==> src/rtl/mem_wb_stage.sv <==
// Memory-access/writeback stage: one instruction in flight, load/store over a req/ack bus, result to the register file.
// Latency: ALU op 2 cycles (accept, WB); memory op accept + REQ (>=1) + WB. ex_ready is high only in IDLE; the bus holds mem_req until ack or timeout.
module mem_wb_stage #(
    parameter int TIMEOUT = 255
) (
    input  logic        clk,
    input  logic        rst,
    input  logic        ex_valid,
    output logic        ex_ready,
    input  logic        ex_is_load,
    input  logic        ex_is_store,
    input  logic [2:0]  ex_funct3,
    input  logic [31:0] ex_addr,
    input  logic [31:0] ex_sdata,
    input  logic [4:0]  ex_rd,
    output logic        mem_req,
    output logic        mem_we,
    output logic [31:0] mem_addr,
    output logic [31:0] mem_wdata,
    output logic [3:0]  mem_wstrb,
    input  logic        mem_ack,
    input  logic [31:0] mem_rdata,
    output logic [4:0]  write_num,
    output logic [31:0] write_res,
    output logic        misalign,
    output logic        bus_err
);

    typedef enum logic [1:0] {S_IDLE, S_REQ, S_WB} state_t;

    state_t      r_state;
    state_t      w_next;
    logic        r_is_load;
    logic        r_is_store;
    logic [2:0]  r_funct3;
    logic [31:0] r_addr;
    logic [31:0] r_sdata;
    logic [4:0]  r_rd;
    logic [4:0]  r_dest;
    logic [31:0] r_result;
    logic [15:0] r_cnt;
    logic        r_misalign;
    logic        r_bus_err;

    logic        w_accept;
    logic        w_ex_mem;
    logic        w_ex_mis;
    logic        w_timeout;
    logic [7:0]  w_byte;
    logic [15:0] w_half;
    logic [31:0] w_load;
    logic [31:0] w_wdata;
    logic [3:0]  w_wstrb;

    assign w_accept  = (r_state == S_IDLE) && ex_valid;
    assign w_ex_mem  = ex_is_load || ex_is_store;
    // funct3[1:0]: 00 byte, 01 half, 1x word
    assign w_ex_mis  = w_ex_mem &&
                       (((ex_funct3[1:0] == 2'b01) && ex_addr[0]) ||
                        (ex_funct3[1] && (ex_addr[1:0] != 2'b00)));
    assign w_timeout = (r_state == S_REQ) && !mem_ack && (r_cnt == 16'(TIMEOUT - 1));

    always_ff @(posedge clk or posedge rst) begin
        if (rst) begin
            r_state <= S_IDLE;
        end else begin
            r_state <= w_next;
        end
    end

    always_comb begin
        w_next = r_state;
        case (r_state)
            S_IDLE: begin
                if (ex_valid) begin
                    w_next = (w_ex_mem && !w_ex_mis) ? S_REQ : S_WB;
                end
            end
            S_REQ: begin
                if (mem_ack || w_timeout) begin
                    w_next = S_WB;
                end
            end
            S_WB:    w_next = S_IDLE;
            default: w_next = S_IDLE;
        endcase
    end

    always_comb begin
        w_byte = 8'h00;
        case (r_addr[1:0])
            2'b00: w_byte = mem_rdata[7:0];
            2'b01: w_byte = mem_rdata[15:8];
            2'b10: w_byte = mem_rdata[23:16];
            2'b11: w_byte = mem_rdata[31:24];
            default: w_byte = 8'h00;
        endcase
        w_half = r_addr[1] ? mem_rdata[31:16] : mem_rdata[15:0];
        case (r_funct3[1:0])
            2'b00:   w_load = {{24{w_byte[7] && !r_funct3[2]}}, w_byte};
            2'b01:   w_load = {{16{w_half[15] && !r_funct3[2]}}, w_half};
            default: w_load = mem_rdata;
        endcase
    end

    always_comb begin
        case (r_funct3[1:0])
            2'b00: begin
                w_wdata = {4{r_sdata[7:0]}};
                w_wstrb = 4'b0001 << r_addr[1:0];
            end
            2'b01: begin
                w_wdata = {2{r_sdata[15:0]}};
                w_wstrb = r_addr[1] ? 4'b1100 : 4'b0011;
            end
            default: begin
                w_wdata = r_sdata;
                w_wstrb = 4'b1111;
            end
        endcase
    end

    always_ff @(posedge clk or posedge rst) begin
        if (rst) begin
            r_is_load  <= 1'b0;
            r_is_store <= 1'b0;
            r_funct3   <= 3'b000;
            r_addr     <= 32'h0;
            r_sdata    <= 32'h0;
            r_rd       <= 5'd0;
            r_dest     <= 5'd0;
            r_result   <= 32'h0;
            r_cnt      <= 16'h0;
            r_misalign <= 1'b0;
            r_bus_err  <= 1'b0;
        end else begin
            if (w_accept) begin
                // load wins when execute flags both load and store
                r_is_load  <= ex_is_load;
                r_is_store <= ex_is_store && !ex_is_load;
                r_funct3   <= ex_funct3;
                r_addr     <= ex_addr;
                r_sdata    <= ex_sdata;
                r_rd       <= ex_rd;
                r_cnt      <= 16'h0;
                if (!w_ex_mem) begin
                    r_dest   <= ex_rd;
                    r_result <= ex_addr;
                end else begin
                    r_dest   <= 5'd0;
                    r_result <= 32'h0;
                    if (w_ex_mis) begin
                        r_misalign <= 1'b1;
                    end
                end
            end
            if (r_state == S_REQ) begin
                if (mem_ack) begin
                    r_cnt <= 16'h0;
                    if (r_is_load) begin
                        r_dest   <= r_rd;
                        r_result <= w_load;
                    end else begin
                        r_dest <= 5'd0;
                    end
                end else if (w_timeout) begin
                    r_cnt     <= 16'h0;
                    r_bus_err <= 1'b1;
                    r_dest    <= 5'd0;
                end else begin
                    r_cnt <= r_cnt + 16'h1;
                end
            end
        end
    end

    always_comb begin
        ex_ready  = (r_state == S_IDLE);
        mem_req   = (r_state == S_REQ);
        mem_we    = mem_req && r_is_store;
        mem_addr  = mem_req ? {r_addr[31:2], 2'b00} : 32'h0;
        mem_wdata = mem_req ? w_wdata : 32'h0;
        mem_wstrb = (mem_req && r_is_store) ? w_wstrb : 4'b0000;
        write_num = (r_state == S_WB) ? r_dest : 5'd0;
        write_res = ((r_state == S_WB) && (r_dest != 5'd0)) ? r_result : 32'h0;
        misalign  = r_misalign;
        bus_err   = r_bus_err;
    end

endmodule

==> config.mk <==
export PLATFORM = sky130hd
export DESIGN_NAME = mem_wb_stage
export DESIGN_NICKNAME = d
export VERILOG_FILES = /design/src/rtl/mem_wb_stage.sv
export SDC_FILE = /design/constraint.sdc
export NUM_CORES = 1
export LEC_CHECK = 0
export CAP_MARGIN = 20
export CORE_ASPECT_RATIO = 1.4
export CORE_MARGIN = 10
export CORE_UTILIZATION = 45
export CTS_CLUSTER_DIAMETER = 120
export DETAILED_ROUTE_END_ITERATION = 10
export PLACE_DENSITY = 0.82
export SYNTH_ARGS = -nofsm -noshare
export SYNTH_HDL_FRONTEND = slang
export SYNTH_SLANG_ARGS = --single-unit
==> constraint.sdc <==
create_clock -name clk -period 5.7 [get_ports clk]
set_input_delay 1.14 -clock clk [delete_from_list [all_inputs] [get_ports clk]]
set_output_delay 1.14 -clock clk [all_outputs]
set_load 0.005 [all_outputs]
==> key figures <==
Setup path
  • WS Path Type: flip-flop to primary output
  • Max incr delay on CP: 1.02 ns
  • Data arrival, critical path: 3.01 ns
  • WP depth: 4
  • Worst Path Buf+Inv: 2
  • Worst setup startpoint: r_funct3[1]$_DFFE_PP0P_
  • Critical path cell sequence: inv_1 -> o21ai_1 -> nor2b_1 -> clkdlybuf4s50_1
  • Crit path required time: 4.56 ns
  • Largest delay share family, worst path: flip-flops
  • Critical-path top delay cell: dfrtp_2
  • CP endpoint kind: primary output
  • CP Launch Type: flip-flop
  • Crit-path max FO: 56
  • Reg2reg end: r_result[8]$_DFF_PP0_
  • FF-to-FF setup slack: 2.41 ns
  • FF-to-FF path depth: 6
  • Worst R2R Start: r_state[1]$_DFFE_PP0P_

Finish
  • Layout cells sized above 1: 4.499%
  • Layout Nets: 1166
  • Final std cells w/o fill: 1263
  • Area Growth Syn to Fin: 40.59%
  • Fillers: 1320
  • Most frequent cells in the layout: 293 x nand2_1, 217 x clkdlybuf4s50_1, 130 x dfrtp_1
  • Most common cell after layout, fill and taps aside: nand2_1
  • Ant diodes: 0
  • Util after Layout: 64.34%

Yosys
  • Number of synthesized flops with an enable pin: 0
  • Sequential share of the synthesized area: 46.09%
  • Ranking of synthesized cells by area: dfrtp_1 46%, nand2_1 16%, and2_1 6.7%
  • Mapped Area: 0.007112 mm2
  • Synth area leader: dfrtp_1
  • Dominant synthesized flop cell: dfrtp_1
  • FFs w/ async S/R, synth: 100.0%
  • Synthesized instance count: 872
  • Number of synthesized register bits: 131
  • Yosys top cell area share: 46.09%
  • Avg Inst Size Synth: 8.156 um2
  • Yosys warnings: 0
  • Unique masters post-synth: 55

Run status
  • Outcome: finished, final reports clean

Routing
  • Antenna Nets Post-Route: 0
  • Vias per cell: 5.587
  • Routed length per instance: 20.08 um
  • DRC viols: 0
  • Via count: 7057
  • Final WL: 25.36 mm
  • Drt first pass iters: 5
  • Iteration-0 DRC Markers: 599

Power and ir drop
  • IR drop worst, VDD: 0.2218 mV
  • Leakage: 0.004437 uW
  • Power density cells: 362.7 mW/mm2

Clock tree
  • H-tree depth: 4
  • Clk sinks: 131
  • Post-CTS sizing: 0
  • CTS Root Cell: clkbuf_16
  • Postcts setup bufs: 0
  • Clock tree from TritonCTS: done
  • Clk pin slew, worst setup/hold paths: 0.06 ns
  • Maximum buffer depth of the clock tree: 2
  • CTS Hold Bufs: 0
  • Inserted Clock Buffers: 17
  • Skew-Pair Late Insertion Delay: 0.42 ns

STA
  • RSZ-0062 raised after global routing: false
  • # setup viols final: 0
  • Worst Skew: 0.01243 ns
  • Final cycle utilization of the critical path: 72.86%
  • Fin Setup TNS: 0 ns
  • Crit path time final: 4.153 ns
  • Worst Max-Slew Pin Slew: 0.9967 ns
  • Fmax achieved: 0.2408 GHz
  • Slew Viols, Final: 0
  • Final hold violation count: 0
  • Rel. slew slack: 33.56%

Place
  • Routability congestion estimate: 0.9423
  • Detailed placer's ending HPWL: 18.29 mm
  • Dpl cells: 1231
  • Port Buf Inserts: 217

Floorplan
  • Total core area: 0.01554 mm2
  • Row count: 54
  • Full die area: 0.02130 mm2
  • Boundary Pins: 220
  • Die Y: 168.7 um
  • Die width: 126.2 um
  • Starting Density: 45.76%

GRT
  • First-pass GRT wire length: 39.59 mm
  • Initial antenna violation count: 0
  • Gr ovfl total: 0
  • GRT Total Usage: 23.17%
  • Largest net degree at the start of global routing: 98
  • Vias in the first global route: 7267

Worst hold path
  • Hold Crit Class: flip-flop to flip-flop
  • Hold wc startpoint: r_addr[8]$_DFFE_PP0P_
  • Endpoint of the worst hold path: r_addr[8]$_DFFE_PP0P_
  • Worst hold stages: 2

Run
  • Max-cap violations: 0
[routing by layer]
metal	routed length, um	GRT usage (%)	up-vias
met5	0	0	-
met3	2187	7.627	57
met4	995	9.826	0
li1	-	-	3320
met1	9364	25.11	3360
met2	12810	40.38	320
[sequential cells by signal, summed over array words and instances (netlist names), 2 cells and up]
name	flops
r_addr	32
r_result	32
r_sdata	32
r_cnt	16
r_dest	5
r_rd	5
r_funct3	3
r_state	2
[cell usage after synthesis, types with 4 or more instances]
library cell	instances
and2_1	76
nand3b_1	5
inv_1	13
nor2_1	46
a22o_1	8
a32oi_1	24
nand2_1	294
a21oi_1	34
nor2b_1	6
nand4_1	4
o21ai_0	18
buf_1	6
nor4_1	6
a211oi_1	9
a221oi_1	7
nand3_1	29
mux2i_1	23
clkbuf_1	50
a22oi_1	8
and3_1	15
a31oi_1	12
dfrtp_1	131
[how the worst max path moves through the flow]
stage,to
after floorplan,bus_err$_DFFE_PP0P_
after global placement,mem_wstrb[0]
after detailed placement,mem_wstrb[0]
after CTS,mem_wstrb[0]
after global routing,mem_wstrb[0]
final,mem_wstrb[0]
[stage by stage]
| step | setup slack, ns | hold slack, ns | total power, uW | area [um2] |
|---|---|---|---|---|
| 3_5_place_dp | 2.028 | 0.4538 | 2449 | 9363 |
| 3_3_place_gp | 2.070 | 0.4397 | 2413 | 9355 |
| 4_1_cts | 1.588 | 0.4687 | 3629 | 9998 |
| 2_1_floorplan | 1.062 | 0.4374 | 1967 | 7116 |
| 5_1_grt | 1.416 | 0.4853 | 3816 | 9998 |
| 6_report | 1.547 | 0.4629 | 3627 | 9998 |
[power breakdown]
part           switching, uW  total (uW)  internal (uW)
Combinational            544        1020            478
Sequential               252        1420           1170
Clock                    427        1180            756
[layout make-up]
cell class | instances | area [um2] | share of cell area [%]
Clock buffer | 20 | 456.7 | 4.568
Multi-Input combinational cell | 667 | 3547 | 35.48
Sequential cell | 131 | 3279 | 32.80
Clock inverter | 12 | 178.9 | 1.790
Tap cell | 196 | 245.2 | 2.453
Inverter | 13 | 53.80 | 0.5381
Timing Repair Buffer | 224 | 2237 | 22.38
[worst register-to-register path, cell delays in order (launching register included)]
cell and delay (ns):
dfrtp_1 0.44, nand2b_1 0.19, inv_1 0.54, buf_4 0.37, nand3_2 0.55, a31oi_1 0.90
a32oi_1 0.13
[kinds of logic (layout without fill, tap and decap cells)]
logic type / Yosys count / after routing / synth area share [%]
mux: 25 / 25 / 3.712
simple gates: 496 / 496 / 31.56
compound gates: 140 / 140 / 13.67
flops: 131 / 131 / 46.09
buf+inv: 75 / 269 / 4.310
fa+ha+maj: 2 / 2 / 0.3518
xor+xnor: 2 / 2 / 0.2464
other cells: 1 / 2 / 0.05273
Power figures use the tool's default switching activity.
